--- config.mk ---
export PLATFORM = sky130hd
export DESIGN_NAME = clint_mc
export DESIGN_NICKNAME = d
export VERILOG_FILES = /design/src/rtl/clint_mc.sv
export SDC_FILE = /design/constraint.sdc
export NUM_CORES = 1
export LEC_CHECK = 0
export BUFFER_PORTS_ARGS = -buffer_cell sky130_fd_sc_hd__buf_2
export CORE_MARGIN = 2
export CORE_UTILIZATION = 60
export CTS_BUF_LIST = sky130_fd_sc_hd__clkbuf_8
export DETAILED_ROUTE_END_ITERATION = 6
export MAX_ROUTING_LAYER = met4
export PLACE_DENSITY = 0.91
export SETUP_SLACK_MARGIN = 0.3
export SLEW_MARGIN = 20
export SYNTH_ARGS = -nofsm -noshare
export SYNTH_HDL_FRONTEND = slang
export SYNTH_SLANG_ARGS = --single-unit
--- constraint.sdc ---
create_clock -name clk_i -period 4.3 [get_ports clk_i]
set_input_delay 0.645 -clock clk_i [delete_from_list [all_inputs] [get_ports clk_i]]
set_output_delay 0.645 -clock clk_i [all_outputs]
set_load 0.005 [all_outputs]
--- src/rtl/clint_mc.sv ---
// clint_mc: multi-hart core-local interruptor (mtime, mtimecmp[], msip[]) behind a valid/ready register port.
// Define CLINT_RTC_EN to advance mtime from the external rtc_i strobe instead of the internal prescaler.
module clint_mc #(
    parameter int NR_CORES   = 1,
    parameter int ADDR_WIDTH = 16,
    parameter int PRESCALE   = 2
) (
    input  logic                  clk_i,
    input  logic                  rst_i,
    input  logic                  req_valid_i,
    output logic                  req_ready_o,
    input  logic [ADDR_WIDTH-1:0] req_addr_i,
    input  logic                  req_we_i,
    input  logic [63:0]           req_wdata_i,
    input  logic [7:0]            req_be_i,
    output logic                  rsp_valid_o,
    input  logic                  rsp_ready_i,
    output logic [63:0]           rsp_rdata_o,
    output logic                  rsp_err_o,
    output logic [NR_CORES-1:0]   timer_irq_o,
    output logic [NR_CORES-1:0]   ipi_o
`ifdef CLINT_RTC_EN
    ,
    input  logic                  rtc_i
`endif
);

    localparam int WW = ADDR_WIDTH - 3;
    localparam logic [WW-1:0] CMP_WORD   = WW'(32'h0800);
    localparam logic [WW-1:0] MTIME_WORD = WW'(32'h17FF);

    typedef enum logic {IDLE, RESP} state_t;

    state_t              state_q;
    logic [63:0]         mtime_q;
    logic [63:0]         mtime_d;
    logic [63:0]         mtimecmp_q [NR_CORES];
    logic [63:0]         mtimecmp_d [NR_CORES];
    logic [NR_CORES-1:0] msip_q;
    logic [NR_CORES-1:0] msip_d;
    logic [NR_CORES-1:0] irq_d;
    logic [NR_CORES-1:0] msip_sel;
    logic [NR_CORES-1:0] cmp_sel;
    logic [WW-1:0]       word;
    logic                hit_mtime;
    logic                hit_err;
    logic                accept;
    logic                wr;
    logic                mtime_wr;
    logic                tick;
    logic [63:0]         rd_data;
    logic                unused_bits;

    function automatic logic [63:0] be_merge(input logic [63:0] old_v,
                                             input logic [63:0] new_v,
                                             input logic [7:0]  be);
        logic [63:0] r;
        for (int b = 0; b < 8; b++) begin
            r[b*8 +: 8] = be[b] ? new_v[b*8 +: 8] : old_v[b*8 +: 8];
        end
        return r;
    endfunction

    assign word     = req_addr_i[ADDR_WIDTH-1:3];
    assign accept   = req_valid_i && (state_q == IDLE);
    assign wr       = accept && req_we_i;
    assign mtime_wr = wr && hit_mtime && (req_be_i != 8'h00);
    assign ipi_o    = msip_q;

`ifdef CLINT_RTC_EN
    logic rtc_p0;
    logic rtc_p1;
    logic rtc_p2;

    // rtc_p0/rtc_p1 synchronise the asynchronous strobe; rtc_p2 holds the previous level for edge detection
    always_ff @(posedge clk_i) begin
        if (rst_i) begin
            rtc_p0 <= 1'b0;
            rtc_p1 <= 1'b0;
            rtc_p2 <= 1'b0;
        end else begin
            rtc_p0 <= rtc_i;
            rtc_p1 <= rtc_p0;
            rtc_p2 <= rtc_p1;
        end
    end

    assign tick        = rtc_p1 & ~rtc_p2;
    assign unused_bits = ^{req_addr_i[2:0], 16'(PRESCALE)};
`else
    logic [15:0] presc_q;

    assign tick = (presc_q == 16'(PRESCALE - 1));

    // An mtime write restarts the prescaler so the next tick is a full period away
    always_ff @(posedge clk_i) begin
        if (rst_i) begin
            presc_q <= 16'd0;
        end else if (mtime_wr || tick) begin
            presc_q <= 16'd0;
        end else begin
            presc_q <= presc_q + 16'd1;
        end
    end

    assign unused_bits = ^req_addr_i[2:0];
`endif

    always_comb begin
        msip_sel = '0;
        cmp_sel  = '0;
        for (int i = 0; i < NR_CORES; i++) begin
            msip_sel[i] = (word == WW'(i));
            cmp_sel[i]  = (word == CMP_WORD + WW'(i));
        end
        hit_mtime = (word == MTIME_WORD);
        hit_err   = !((|msip_sel) || (|cmp_sel) || hit_mtime);
    end

    always_comb begin
        rd_data = 64'd0;
        for (int i = 0; i < NR_CORES; i++) begin
            if (msip_sel[i]) rd_data = {63'd0, msip_q[i]};
            if (cmp_sel[i])  rd_data = mtimecmp_q[i];
        end
        if (hit_mtime) rd_data = mtime_q;
    end

    // The irq compare uses the post-update values so the flop reflects this edge's writes and tick
    always_comb begin
        if (mtime_wr) begin
            mtime_d = be_merge(mtime_q, req_wdata_i, req_be_i);
        end else if (tick) begin
            mtime_d = mtime_q + 64'd1;
        end else begin
            mtime_d = mtime_q;
        end
        msip_d = msip_q;
        irq_d  = '0;
        for (int i = 0; i < NR_CORES; i++) begin
            mtimecmp_d[i] = (wr && cmp_sel[i]) ? be_merge(mtimecmp_q[i], req_wdata_i, req_be_i)
                                               : mtimecmp_q[i];
            if (wr && msip_sel[i] && req_be_i[0]) msip_d[i] = req_wdata_i[0];
            irq_d[i] = (mtime_d >= mtimecmp_d[i]);
        end
    end

    always_ff @(posedge clk_i) begin
        if (rst_i) begin
            mtime_q     <= 64'd0;
            msip_q      <= '0;
            timer_irq_o <= '0;
            for (int i = 0; i < NR_CORES; i++) mtimecmp_q[i] <= '1;
        end else begin
            mtime_q     <= mtime_d;
            msip_q      <= msip_d;
            timer_irq_o <= irq_d;
            for (int i = 0; i < NR_CORES; i++) mtimecmp_q[i] <= mtimecmp_d[i];
        end
    end

    always_ff @(posedge clk_i) begin
        if (rst_i) begin
            state_q     <= IDLE;
            req_ready_o <= 1'b1;
            rsp_valid_o <= 1'b0;
            rsp_rdata_o <= 64'd0;
            rsp_err_o   <= 1'b0;
        end else begin
            case (state_q)
                IDLE: begin
                    if (accept) begin
                        state_q     <= RESP;
                        req_ready_o <= 1'b0;
                        rsp_valid_o <= 1'b1;
                        rsp_rdata_o <= req_we_i ? 64'd0 : rd_data;
                        rsp_err_o   <= hit_err;
                    end
                end
                RESP: begin
                    if (rsp_ready_i) begin
                        state_q     <= IDLE;
                        req_ready_o <= 1'b1;
                        rsp_valid_o <= 1'b0;
                        rsp_rdata_o <= 64'd0;
                        rsp_err_o   <= 1'b0;
                    end
                end
                default: begin
                    state_q     <= IDLE;
                    req_ready_o <= 1'b1;
                    rsp_valid_o <= 1'b0;
                end
            endcase
        end
    end

endmodule

==> impl_metrics.yaml <==
status:
  status: "finished with violations"
  violations: "design-rule violations"
yosys:
  syn_inst: 1438
  yosys_warnings: 0
  synth_top_area_share_pct: 36.33
  synth_common_cells: "nor2_1 (229), dfxtp_1 (214), nand2_1 (143)"
  syn_area_um2: 11790
  netlist_top_cells_area: "dfxtp_1 (36%), nor2_1 (7.3%), ha_1 (7.1%)"
  synth.yosys.seq_area_share_pct: 36.33
  synth_cell_types: 75
  synth_nets: 1598
  synth_top_area_cell: "dfxtp_1"
  synth_top_flop_cell: "dfxtp_1"
  synth-edff-count: 0
  ys_seq_elements: 214
  yosysMostFrequentCell: "nor2_1"
  synth-async-reset-ratio_pct: 0
  syn_area_per_cell_um2: 8.200
clock_network:
  cts_buffers: 37
  cts_sinks: 214
  cts-root-buf: "clkbuf_8"
  clockBufferDepth: 3
  hold_buffers: 0
  path_clk_slew_ns: 0.06
  tritoncts: "built"
  cts-htree-levels: 2
  clock_latency_ns: 0.56
place:
  io_buffer_count: 158
  placed_cell_area_um2: 13960
  preCtsSetupSlack_ns: -0.4134
  dp_cells: 1959
  place_congestion: 0.9694
  dp.final_hpwl_um: 27780
cells_and_area:
  fin_cells: 2042
  post-route-util_pct: 77.96
  design_area_um2: 15120
  syn_to_final_growth_pct: 28.26
  nFillCells: 1235
  drive_gt1_share_pct: 28.15
  nets: 1910
drt:
  drt_first_pass_iters: 7
  drcViolationCount: 108
  routed_via_density: 6.773
  drt-total-wl_um: 43070
  vias: 13831
  drtIter0Drc: 2226
  ant_nets: 0
  avgRoutedWirePerCell_um: 21.09
timing:
  hold_viol_final: 0
  holdWs_ns: 0.3539
  fmax_mhz: 232.7
  setup_slack_ns: 0.002265
  post-route-period-util_pct: 99.95
  fin_crit_ns: 4.298
  drv_slew: 0
  worstMarginPinSlew_ns: 0.9517
  setup_violations: 0
  fin_setup_tns_ns: 0
  skew_ns: 0.02572
  max_slew_margin_pct: 36.56
global_routing:
  grt_first_pass_wirelength_um: 62680
  grt_start_max_net_pins: 79
  grt-ovfl-total: 0
  grt_pass1_vias: 12820
  grt.total_usage_pct: 38.46
  antenna_found_initial: 1
pwr:
  power.leakage_nw: 6.964
  power.density_nw_per_um2: 271.3
  vdd_ir_drop_max_v: 0.0002948
  power.total_mw: 4.103
floorplanning:
  row_count: 51
  start_util_pct: 60.78
  core-area_um2: 19400
  fp.dieW_um: 144.2
  ioPinCount: 162
  dieArea_um2: 20790
  die_y_um: 144.2
critical_path:
  start_kind: "flip-flop"
  worstPathRequired_ns: 4.74
  crit_arrival_ns: 4.74
  end_kind: "flip-flop"
  crit_type: "reg -> reg"
  critPathMaxFanout: 8
run:
  max-cap-violations: 0
worst_hold_path:
  hp-class: "in -> reg"
-- kinds of logic (layout without fill, tap and decap cells) --
| kind of cell | count (synthesis) | after routing | share of synthesized area (%) |
|---|---|---|---|
| AOI/OAI and AO/OA | 332 | 332 | 19.27 |
| and+or+nand+nor | 643 | 643 | 26.64 |
| other | 0 | 1 | 0 |
| muxes | 74 | 74 | 6.335 |
| buffers and inverters | 94 | 432 | 3.268 |
| xor gates and xnor gates | 14 | 14 | 1.040 |
| DFF | 214 | 214 | 36.33 |
| adders and majority gates | 67 | 67 | 7.109 |
-- routing by layer --
| metal | track usage, % | share of wire [%] | vias up |
|---|---|---|---|
| li1 | - | - | 5974 |
| met1 | 47.50 | 37 | 6361 |
| met2 | 60.45 | 44 | 1131 |
| met3 | 6.987 | 12 | 365 |
| met4 | 19.88 | 7.0 | 0 |
| met5 | - | 0 | - |
-- area by class of cell --
| cell class | count | area [µm²] | share of cell area (%) |
|---|---|---|---|
| multi-input cells | 1130 | 7448 | 49.25 |
| flip-flops and latches | 214 | 4298 | 28.42 |
| repair buffers | 355 | 2297 | 15.19 |
| clock buffers | 45 | 619.3 | 4.095 |
| well taps | 265 | 331.6 | 2.192 |
| clock inverters | 20 | 81.33 | 0.5378 |
| inverters | 12 | 45.04 | 0.2978 |
| diodes | 1 | 2.502 | 0.01655 |
-- flip-flops by register name, summed over array words and instances (netlist names) --
signal and count:
mtime_q 64, mtimecmp_q 64, rsp_rdata_o 64, presc_q 16, ipi_o 1, req_ready_o 1, rsp_err_o 1, rsp_valid_o 1
state_q 1, timer_irq_o 1
-- power breakdown --
group	switching, mW	internal (mW)
logic	0.189	0.105
registers	0.00781	1.99
clock network	0.866	0.941
-- path summary, 6_finish.rpt --
check	end	startpoint	cells after the start	slack [ns]
setup reg to reg	timer_irq_o	presc_q[8]	16	0.002
setup / recovery	timer_irq_o	presc_q[8]	16	0.002
hold / removal	mtimecmp_q[0][49]	req_wdata_i[49]	3	0.35
hold reg to reg	rsp_rdata_o[7]	rsp_rdata_o[7]	2	0.48
-- timing repair --
action                                  in CTS  in global routing
pin swaps                                    3                 27
gates resized for setup                      9                 75
cloned                                       0                  1
endpoints found under the setup margin       1                  1
setup buffers                                5                 11
-- critical path, stage by stage (launching register included) --
cell	delay [ns]
dfxtp_1	0.37
nor4_4	0.47
and4_4	0.33
buf_4	0.19
nand4_1	0.37
buf_4	0.29
nand2_1	0.07
a21oi_1	0.07
a211oi_1	0.32
ha_1	0.33
a21oi_1	0.17
o21ai_0	0.15
a221oi_2	0.40
o22ai_1	0.22
a2111oi_4	0.23
buf_4	0.16
nor3_1	0.05
-- cells in the final DEF, fill, tap and decap left out, types with 10 or more instances in the layout --
master,n
inv_1,28
dfxtp_2,11
nand2_1,140
nor3_1,39
nand3_1,55
nand4_1,35
a211oi_1,17
ha_1,66
o21ai_0,17
nor3_2,10
and4_1,12
a21oi_1,105
a22oi_1,65
mux2i_1,69
and3_1,22
dfxtp_1,203
clkbuf_8,45
buf_2,158
o21a_1,12
or3_1,11
buf_4,192
nor4_1,17
a21o_1,10
nor2_1,229
o22ai_1,12
Note: power is estimated with default switching activity, not from simulation.
